[config.mk]
export PLATFORM = sky130hd
export DESIGN_NAME = edf_cfg_init
export DESIGN_NICKNAME = d
export VERILOG_FILES = /design/src/rtl/edf_ic_pkg.sv /design/src/rtl/edf_cfg_fifo.sv /design/src/rtl/edf_cfg_init.sv
export SDC_FILE = /design/constraint.sdc
export NUM_CORES = 1
export LEC_CHECK = 0
export ABC_AREA = 1
export ABC_CLOCK_PERIOD_IN_PS = 2550
export CORE_MARGIN = 3
export CORE_UTILIZATION = 31
export CTS_CLUSTER_SIZE = 40
export DETAILED_ROUTE_END_ITERATION = 8
export GPL_ROUTABILITY_DRIVEN = 1
export PLACE_DENSITY = 0.52
export SLEW_MARGIN = 20
export SYNTH_ARGS = -nofsm -noshare
export SYNTH_HDL_FRONTEND = slang
export SYNTH_SLANG_ARGS = --single-unit
[constraint.sdc]
create_clock -name clk_i -period 2.55 [get_ports clk_i]
set_input_delay 0.51 -clock clk_i [delete_from_list [all_inputs] [get_ports clk_i]]
set_output_delay 0.51 -clock clk_i [all_outputs]
set_load 0.02 [all_outputs]
[src/rtl/edf_ic_pkg.sv]
// Shared constants and types for the EDF interrupt controller configuration path.
package edf_ic_pkg;

    localparam logic [31:0] DL_BASE = 32'h0000_0000;
    localparam logic [31:0] EN_BASE = 32'h0000_0100;

    typedef enum logic [2:0] {
        IDLE,
        WR_DL,
        GAP_DL,
        WR_EN,
        GAP_EN
    } cfg_state_e;

    // Word-aligned register slot for interrupt id within a bank.
    function automatic logic [31:0] slot_addr(input logic [31:0] base, input logic [31:0] id);
        return base + (id << 2);
    endfunction

endpackage

[src/rtl/edf_cfg_fifo.sv]
// Synchronous command FIFO; a count one bit wider than the pointers separates full from empty.
module edf_cfg_fifo #(
    parameter int unsigned Width = 8,
    parameter int unsigned Depth = 4
) (
    input  logic             clk_i,
    input  logic             rst_i,
    input  logic             push_i,
    input  logic [Width-1:0] data_i,
    input  logic             pop_i,
    output logic [Width-1:0] data_o,
    output logic             full_o,
    output logic             empty_o
);

    localparam int unsigned AddrW = (Depth > 1) ? $clog2(Depth) : 1;

    logic [Width-1:0] mem [Depth];
    logic [AddrW-1:0] wr_ptr;
    logic [AddrW-1:0] rd_ptr;
    logic [AddrW:0]   count;
    logic             do_push;
    logic             do_pop;

    assign full_o  = (count == (AddrW + 1)'(Depth));
    assign empty_o = (count == '0);
    assign do_push = push_i && !full_o;
    assign do_pop  = pop_i && !empty_o;
    assign data_o  = mem[rd_ptr];

    always_ff @(posedge clk_i or posedge rst_i) begin
        if (rst_i) begin
            wr_ptr <= '0;
            rd_ptr <= '0;
            count  <= '0;
        end else begin
            if (do_push) begin
                wr_ptr <= wr_ptr + AddrW'(1);
            end
            if (do_pop) begin
                rd_ptr <= rd_ptr + AddrW'(1);
            end
            unique case ({do_push, do_pop})
                2'b10:   count <= count + (AddrW + 1)'(1);
                2'b01:   count <= count - (AddrW + 1)'(1);
                default: count <= count;
            endcase
        end
    end

    // Storage carries no reset; only the pointers define validity.
    always_ff @(posedge clk_i) begin
        if (do_push) begin
            mem[wr_ptr] <= data_i;
        end
    end

endmodule

[src/rtl/edf_cfg_init.sv]
// Buffers per-interrupt programming commands and serialises each into a deadline
// write and an enable write to the EDF controller, with idle gaps after every write.
module edf_cfg_init
    import edf_ic_pkg::*;
#(
    parameter int unsigned NrParIrqs  = 2,
    parameter int unsigned SerLatency = 1,
    parameter int unsigned FifoDepth  = 4,
    parameter int unsigned DlWidth    = 16,
    localparam int unsigned IdWidth   = $clog2(NrParIrqs)
) (
    input  logic               clk_i,
    input  logic               rst_i,
    input  logic               cmd_valid_i,
    output logic               cmd_ready_o,
    input  logic [IdWidth-1:0] cmd_id_i,
    input  logic [DlWidth-1:0] cmd_deadline_i,
    input  logic               cmd_enable_i,
    output logic               cfg_req_o,
    output logic [31:0]        cfg_addr_o,
    output logic [31:0]        cfg_wdata_o,
    output logic               busy_o,
    output logic               err_o
);

    localparam int unsigned CntW = $clog2(SerLatency + 1);

    typedef struct packed {
        logic [IdWidth-1:0] id;
        logic [DlWidth-1:0] deadline;
        logic               enable;
    } cfg_cmd_t;

    localparam int unsigned CmdW = $bits(cfg_cmd_t);

    cfg_state_e         state;
    cfg_cmd_t           cmd_in;
    cfg_cmd_t           head;
    logic               fifo_full;
    logic               fifo_empty;
    logic               fifo_pop;
    logic               head_ok;
    logic [IdWidth-1:0] cur_id;
    logic               cur_en;
    logic [CntW-1:0]    gap_cnt;

    assign cmd_in.id       = cmd_id_i;
    assign cmd_in.deadline = cmd_deadline_i;
    assign cmd_in.enable   = cmd_enable_i;

    edf_cfg_fifo #(
        .Width (CmdW),
        .Depth (FifoDepth)
    ) u_fifo (
        .clk_i   (clk_i),
        .rst_i   (rst_i),
        .push_i  (cmd_valid_i),
        .data_i  (cmd_in),
        .pop_i   (fifo_pop),
        .data_o  (head),
        .full_o  (fifo_full),
        .empty_o (fifo_empty)
    );

    assign cmd_ready_o = !fifo_full;
    assign fifo_pop    = (state == IDLE) && !fifo_empty;
    assign head_ok     = (32'(head.id) < NrParIrqs);
    assign busy_o      = !fifo_empty || (state != IDLE);

    // Write sequencer: the deadline write is launched on the pop edge itself.
    always_ff @(posedge clk_i or posedge rst_i) begin
        if (rst_i) begin
            state       <= IDLE;
            cur_id      <= '0;
            cur_en      <= 1'b0;
            gap_cnt     <= '0;
            cfg_req_o   <= 1'b0;
            cfg_addr_o  <= '0;
            cfg_wdata_o <= '0;
            err_o       <= 1'b0;
        end else begin
            cfg_req_o <= 1'b0;
            err_o     <= 1'b0;
            unique case (state)
                IDLE: begin
                    if (!fifo_empty) begin
                        cur_id <= head.id;
                        cur_en <= head.enable;
                        if (head_ok) begin
                            cfg_req_o   <= 1'b1;
                            cfg_addr_o  <= slot_addr(DL_BASE, 32'(head.id));
                            cfg_wdata_o <= 32'(head.deadline);
                            state       <= WR_DL;
                        end else begin
                            err_o <= 1'b1;
                        end
                    end
                end
                WR_DL: begin
                    gap_cnt <= CntW'(SerLatency - 1);
                    state   <= GAP_DL;
                end
                GAP_DL: begin
                    if (gap_cnt == '0) begin
                        cfg_req_o   <= 1'b1;
                        cfg_addr_o  <= slot_addr(EN_BASE, 32'(cur_id));
                        cfg_wdata_o <= 32'(cur_en);
                        state       <= WR_EN;
                    end else begin
                        gap_cnt <= gap_cnt - CntW'(1);
                    end
                end
                WR_EN: begin
                    gap_cnt <= CntW'(SerLatency - 1);
                    state   <= GAP_EN;
                end
                GAP_EN: begin
                    if (gap_cnt == '0) begin
                        state <= IDLE;
                    end else begin
                        gap_cnt <= gap_cnt - CntW'(1);
                    end
                end
                default: state <= IDLE;
            endcase
        end
    end

endmodule

# After elaboration in Yosys (flattened, before gate mapping)
# Memory sizes are Yosys's and may differ from the RTL's.
# Cells that the tools add are included.
# classes
n_bitwise,1
mux,18
addsub,6
n_reduce_logical,17
eq_ne,10
# ops
op,count
$mux W32,4
$pmux W32 S2,2
$pmux W3 S5,1
$add A9 B3 Y10 const A,1
$mux W3,3
$eq A3 B2 Y1 const B,2
$eq A3 B3 Y1 const B,2
$logic_not A3 Y1,2
$ne A2 B2 Y1 const B,3
$pmux W3 S2,1
$reduce_and A3 Y1,2
$reduce_bool A2 Y1,3
$mux W1,5
$add A2 B1 Y2 const B,2
$pmux W1 S2,2
$reduce_or A2 Y1,2
$add A3 B1 Y3 const B,1
$eq A3 B1 Y1 const B,1
$logic_and A1 B1 Y1,3
$reduce_bool A3 Y1,1
$sub A3 B1 Y3 const B,1
$eq A2 B1 Y1 const B,1
$eq A2 B2 Y1 const B,1
$logic_not A1 Y1,2
4 further kinds,4
# word_totals
elab_cells,63
inputBits,21
out_inout_bits,68
memories,1
ram_bits,72
register_bits,78
# mem_list
name,depth,width,read_ports,rd_ports_with_merged_regs,wr,line_no,rtl
u_fifo.mem,4,18,1,0,1,edf_cfg_fifo.sv:18,logic [Width-1:0] mem [Depth];

# Longest topological paths before layout
# logic_depth
ltp_word,6
mapped_depth,12
depth_no_buf,11

# Cells and area by module
# From an unflattened synthesis, not the netlist that was laid out.
# hier_totals
cells_unflattened,428
area_unflattened_um2,4720.8
# by_module_without_submodules
mod,cells_each,area_each_um2,instances,seq_area_each_um2
edf_cfg_fifo,271,3367.0,1,2337.2
edf_cfg_init,157,1353.8,1,600.6

# Least setup slack after synthesis
# OpenSTA, ideal clock, no wires.
# synth_path
path_kind,flip-flop to flip-flop
start,register u_fifo.count[0]
end,"memory u_fifo.mem[0][0] (netlist bit), enable pin"
required_time_ns,2.157
period_less_slack_ns,1.998
slack_ns,0.552
path_buffers,0
path_stages_with_launch,5
setup_time_ns,0.393
t_arrival_ns,1.606
cell_sequence,dfrtp_1 -> inv_2 -> nand3_1 -> nand2_2 -> nor2_1
# synth_between
elab_chain_cells,5
# synth_rtl
item,line_no,rtl
start: declaration,edf_cfg_fifo.sv:21,logic [AddrW:0] count;
start signal: assignment,edf_cfg_fifo.sv:44,2'b10: count <= count + (AddrW + 1)'(1);
start signal: assignment,edf_cfg_fifo.sv:45,2'b01: count <= count - (AddrW + 1)'(1);
start signal: assignment,edf_cfg_fifo.sv:46,default: count <= count;
$eq A3 B3 Y1,edf_cfg_fifo.sv:25,assign full_o = (count == (AddrW + 1)'(Depth));
$logic_not A1 Y1,n/a,
via cmd_ready_o,edf_cfg_init.sv:15,"output logic cmd_ready_o,"
$logic_and A1 B1 Y1,edf_cfg_fifo.sv:27,assign do_push = push_i && !full_o;
$mux W1,edf_cfg_fifo.sv:53,if (do_push) begin
$mux W1 (implied by the code),edf_cfg_fifo.sv:54,mem[wr_ptr] <= data_i;
end: declaration,edf_cfg_fifo.sv:18,
# The timed path passes the listed nets, and every way through them passes these cells.

# Worst setup path in the final report
# layout_path
start,register u_fifo.count[1]
end,output port busy_o
# layout_between
elab_chain_cells,3
# layout_rtl
item,line_no,rtl
$logic_not A3 Y1,edf_cfg_fifo.sv:26,assign empty_o = (count == '0);
$logic_not A1 Y1,edf_cfg_init.sv:68,assign busy_o = !fifo_empty || (state != IDLE);
$logic_or A1 B1 Y1,edf_cfg_init.sv:68,
end: declaration,edf_cfg_init.sv:22,"output logic busy_o,"
# Every way passes these cells.

==> flow_metrics.py <==
metrics = {
    "setup_path": {
        "slowest_delay_ns": 0.54,
        "cp_max_fo": 3,
        "cp-start-kind": "register",
        "worst_path_max_delay_cell": "clkdlybuf4s50_1",
        "crit_type": "register to primary output",
        "end_kind": "primary output",
        "crit_arrival_ns": 1.69,
        "crit_required_ns": 2.04,
        "path_cells": "inv_1, nand3_2, inv_2, nand2_1, clkdlybuf4s50_1",
    },
    "sta": {
        "relSlewSlack_pct": 63.0,
        "grt_setup_unrepaired": "no",
        "hold_violations": 0,
        "slew_violations": 0,
        "finalSetupTns_ns": 0,
        "skew_ns": 0.00471,
        "setup_viol": 0,
        "whs_ns": 0.480,
        "worstMarginPinSlew_ns": 0.552,
        "period_minus_slack_ns": 2.20,
        "fmax_ghz": 0.455,
        "min_period_over_period_pct": 86.2,
    },
    "clock_tree": {
        "ctsHoldBuffers": 0,
        "cts_tree": "done",
        "cts_setup_buffers": 0,
        "cts.repair.resized": 0,
        "cts_buffer_depth": 2,
        "cts.reportedPaths.clkPinSlew_ns": 0.06,
        "cts_root_buf": "clkbuf_16",
        "numClockSinks": 103,
        "clock_latency_ns": 0.34,
        "tritoncts.num_buffers": 9,
        "htreeDepth": 3,
    },
    "min_path": {
        "hp-class": "register to register",
    },
    "power": {
        "p_leak_nw": 2.22,
        "power_density_nw_per_um2": 1190,
        "irDropWorstVdd_v": 0.000483,
        "power_mw": 6.24,
    },
    "global_routing": {
        "track_usage_pct": 11.1,
        "grt_pass1_wl_um": 13700,
        "antenna_found_initial": 0,
        "overflow": 0,
        "grt_pass1_vias": 2532,
        "grt_max_degree": 32,
    },
    "logic_synthesis": {
        "yosys-top-cells-area": "edfxtp_1 (48%), dfrtp_1 (17%), buf_4 (7.8%)",
        "synth.cell_area_um2": 4540,
        "ys_ff_latch": 103,
        "synth-adder-area-share_pct": 1.82,
        "syn_area_per_cell_um2": 11.3,
        "synth_top_family_by_area": "simple AND/OR/NAND/NOR gates",
        "synth_mux_area_share_pct": 0,
        "yosys_warnings": 0,
        "synth_area_leader_cell": "edfxtp_1",
        "synthXorXnorAreaFrac_pct": 0.772,
        "synth_compound_area_share_pct": 3.97,
        "synth-simple-area-share_pct": 15.4,
        "synth_cell_types": 25,
        "yosysSeqAreaShare_pct": 64.8,
        "synth_cells": 403,
        "synth_top_area_share_pct": 47.7,
    },
    "drt": {
        "ant_nets": 0,
        "drcViolationCount": 0,
        "dr.first_iter.drc_count": 147,
        "routed_wl_um": 8690,
        "vias": 2710,
        "dr.pass1.iters": 4,
        "via_per_inst": 4.29,
        "wl_per_cell_um": 13.7,
    },
    "run": {
        "max_cap_violations": 0,
    },
    "layout": {
        "antenna_cells": 0,
        "drive_gt1_share_pct": 8.41,
        "final_nets": 474,
        "ff_latch_area_um2": 2940,
        "multi_input_area_um2": 1170,
        "area_delta_synth_final_pct": 16.0,
        "final.fill_count": 1390,
        "utilization_pct": 37.3,
    },
    "place": {
        "dp_hpwl_um": 5390,
        "gp_congestion": 0.726,
        "io_buffers": 41,
    },
    "die": {
        "start_util_pct": 32.2,
        "dieArea_um2": 16100,
        "io-pin-count": 89,
        "chipWidth_um": 127,
        "std_cell_rows": 43,
        "fp.dieH_um": 127,
        "core_area_um2": 14100,
    },
    "outcome": {
        "run_status": "finished clean",
    },
}
## power breakdown
group          total (mW)  switching, mW  internal [mW]  leakage [nW]
clock network        1.38          0.587          0.791         0.149
logic                2.36           1.55          0.818          1.02
registers            2.50          0.215           2.29          1.04
## area by class of cell
| type | count | area share (%) |
|---|---|---|
| flip-flops and latches | 103 | 55.9 |
| multi-input cells | 246 | 22.3 |
| repair buffers | 51 | 9.23 |
| clock buffers | 10 | 4.54 |
| well taps | 180 | 4.28 |
| inverters | 36 | 2.57 |
| clock inverters | 6 | 1.24 |
## Yosys cell counts, drive strengths merged
| cell | instances |
|---|---|
| xor2 | 3 |
| conb | 1 |
| edfxtp | 72 |
| ha | 5 |
| inv | 36 |
| nand3 | 56 |
| buf | 62 |
| nor2 | 16 |
| xnor2 | 1 |
| clkbuf | 2 |
| dfrtp | 31 |
| nand2 | 81 |
| a21oi | 16 |
| o21ai | 20 |
| fa | 1 |
## layer usage
metal | track usage, % | up-vias | share of wire [%]
met4 | 3.60 | 0 | 1.4
met3 | 3.66 | 12 | 6.9
met5 | 0 | - | 0
li1 | - | 1328 | -
met1 | 14.1 | 1272 | 44
met2 | 18.0 | 98 | 47
## flip-flops by register name (all words and copies together) (netlist names), 2 cells and up
name and flops:
state 3, u_fifo.rd_ptr 2, u_fifo.wr_ptr 2, u_fifo.mem 72, u_fifo.count 3, cfg_addr_o 2, cfg_wdata_o 16
## cells by family (layout without fill, tap and decap cells)
group	count (synthesis)	in the layout
AOI/OAI and AO/OA	36	36
xor gates and xnor gates	4	4
adders and majority gates	6	6
buffers and inverters	100	103
DFF	103	103
other	1	47
and+or+nand+nor	153	153
## worst paths after layout
kind | cells after the start | end | start | slack (ns)
max in group asynchronous | 3 | cfg_wdata_o[10]$_DFFE_PP0P_ | rst_i | 1.66
min in group asynchronous | 3 | cfg_req_o$_DFF_PP0_ | rst_i | 0.58
worst min-delay path | 2 | cfg_addr_o[8]$_DFFE_PP0P_ | cfg_addr_o[8]$_DFFE_PP0P_ | 0.48
worst min register to register | 2 | cfg_addr_o[8]$_DFFE_PP0P_ | cfg_addr_o[8]$_DFFE_PP0P_ | 0.48
worst max register to register | 10 | u_fifo.count[2]$_DFFE_PP0P_ | u_fifo.count[1]$_DFFE_PP0P_ | 0.64
worst max-delay path | 5 | busy_o | u_fifo.count[1]$_DFFE_PP0P_ | 0.35
## critical path, delay by kind of cell, from the launching register on
kind / cells / cell delay, ns
flops: 1 / 0.38
simple gates: 2 / 0.18
buf+inv: 3 / 0.79
## metrics by stage
| step | setup slack [ns] | instances | instance area (um^2) |
|---|---|---|---|
| 4_1_cts | 0.323 | 632 | 5260 |
| 3_3_place_gp | 0.434 | 616 | 4960 |
| 5_1_grt | 0.227 | 632 | 5260 |
| 2_1_floorplan | 0.552 | 449 | 4710 |
| 3_5_place_dp | 0.389 | 616 | 4960 |
| 6_report | 0.353 | 632 | 5260 |
## cells in the final DEF (no fill, tap or decap)
cell type / n
clkdlybuf4s50_1: 41
dfrtp_1: 31
nor2_4: 1
inv_2: 3
bufinv_16: 1
fa_1: 1
nand3_1: 53
nor2_8: 1
nand2_2: 2
inv_6: 2
a21oi_1: 16
inv_1: 33
conb_1: 47
xnor2_1: 1
clkbuf_16: 9
nand2_4: 1
nor2_1: 13
ha_1: 5
xor2_1: 3
clkinvlp_4: 1
nor2_2: 1
clkbuf_8: 1
nand3_2: 3
buf_4: 10
clkinv_2: 2
o21ai_0: 20
edfxtp_1: 72
nand2_1: 78
Power figures use the tool's default switching activity.
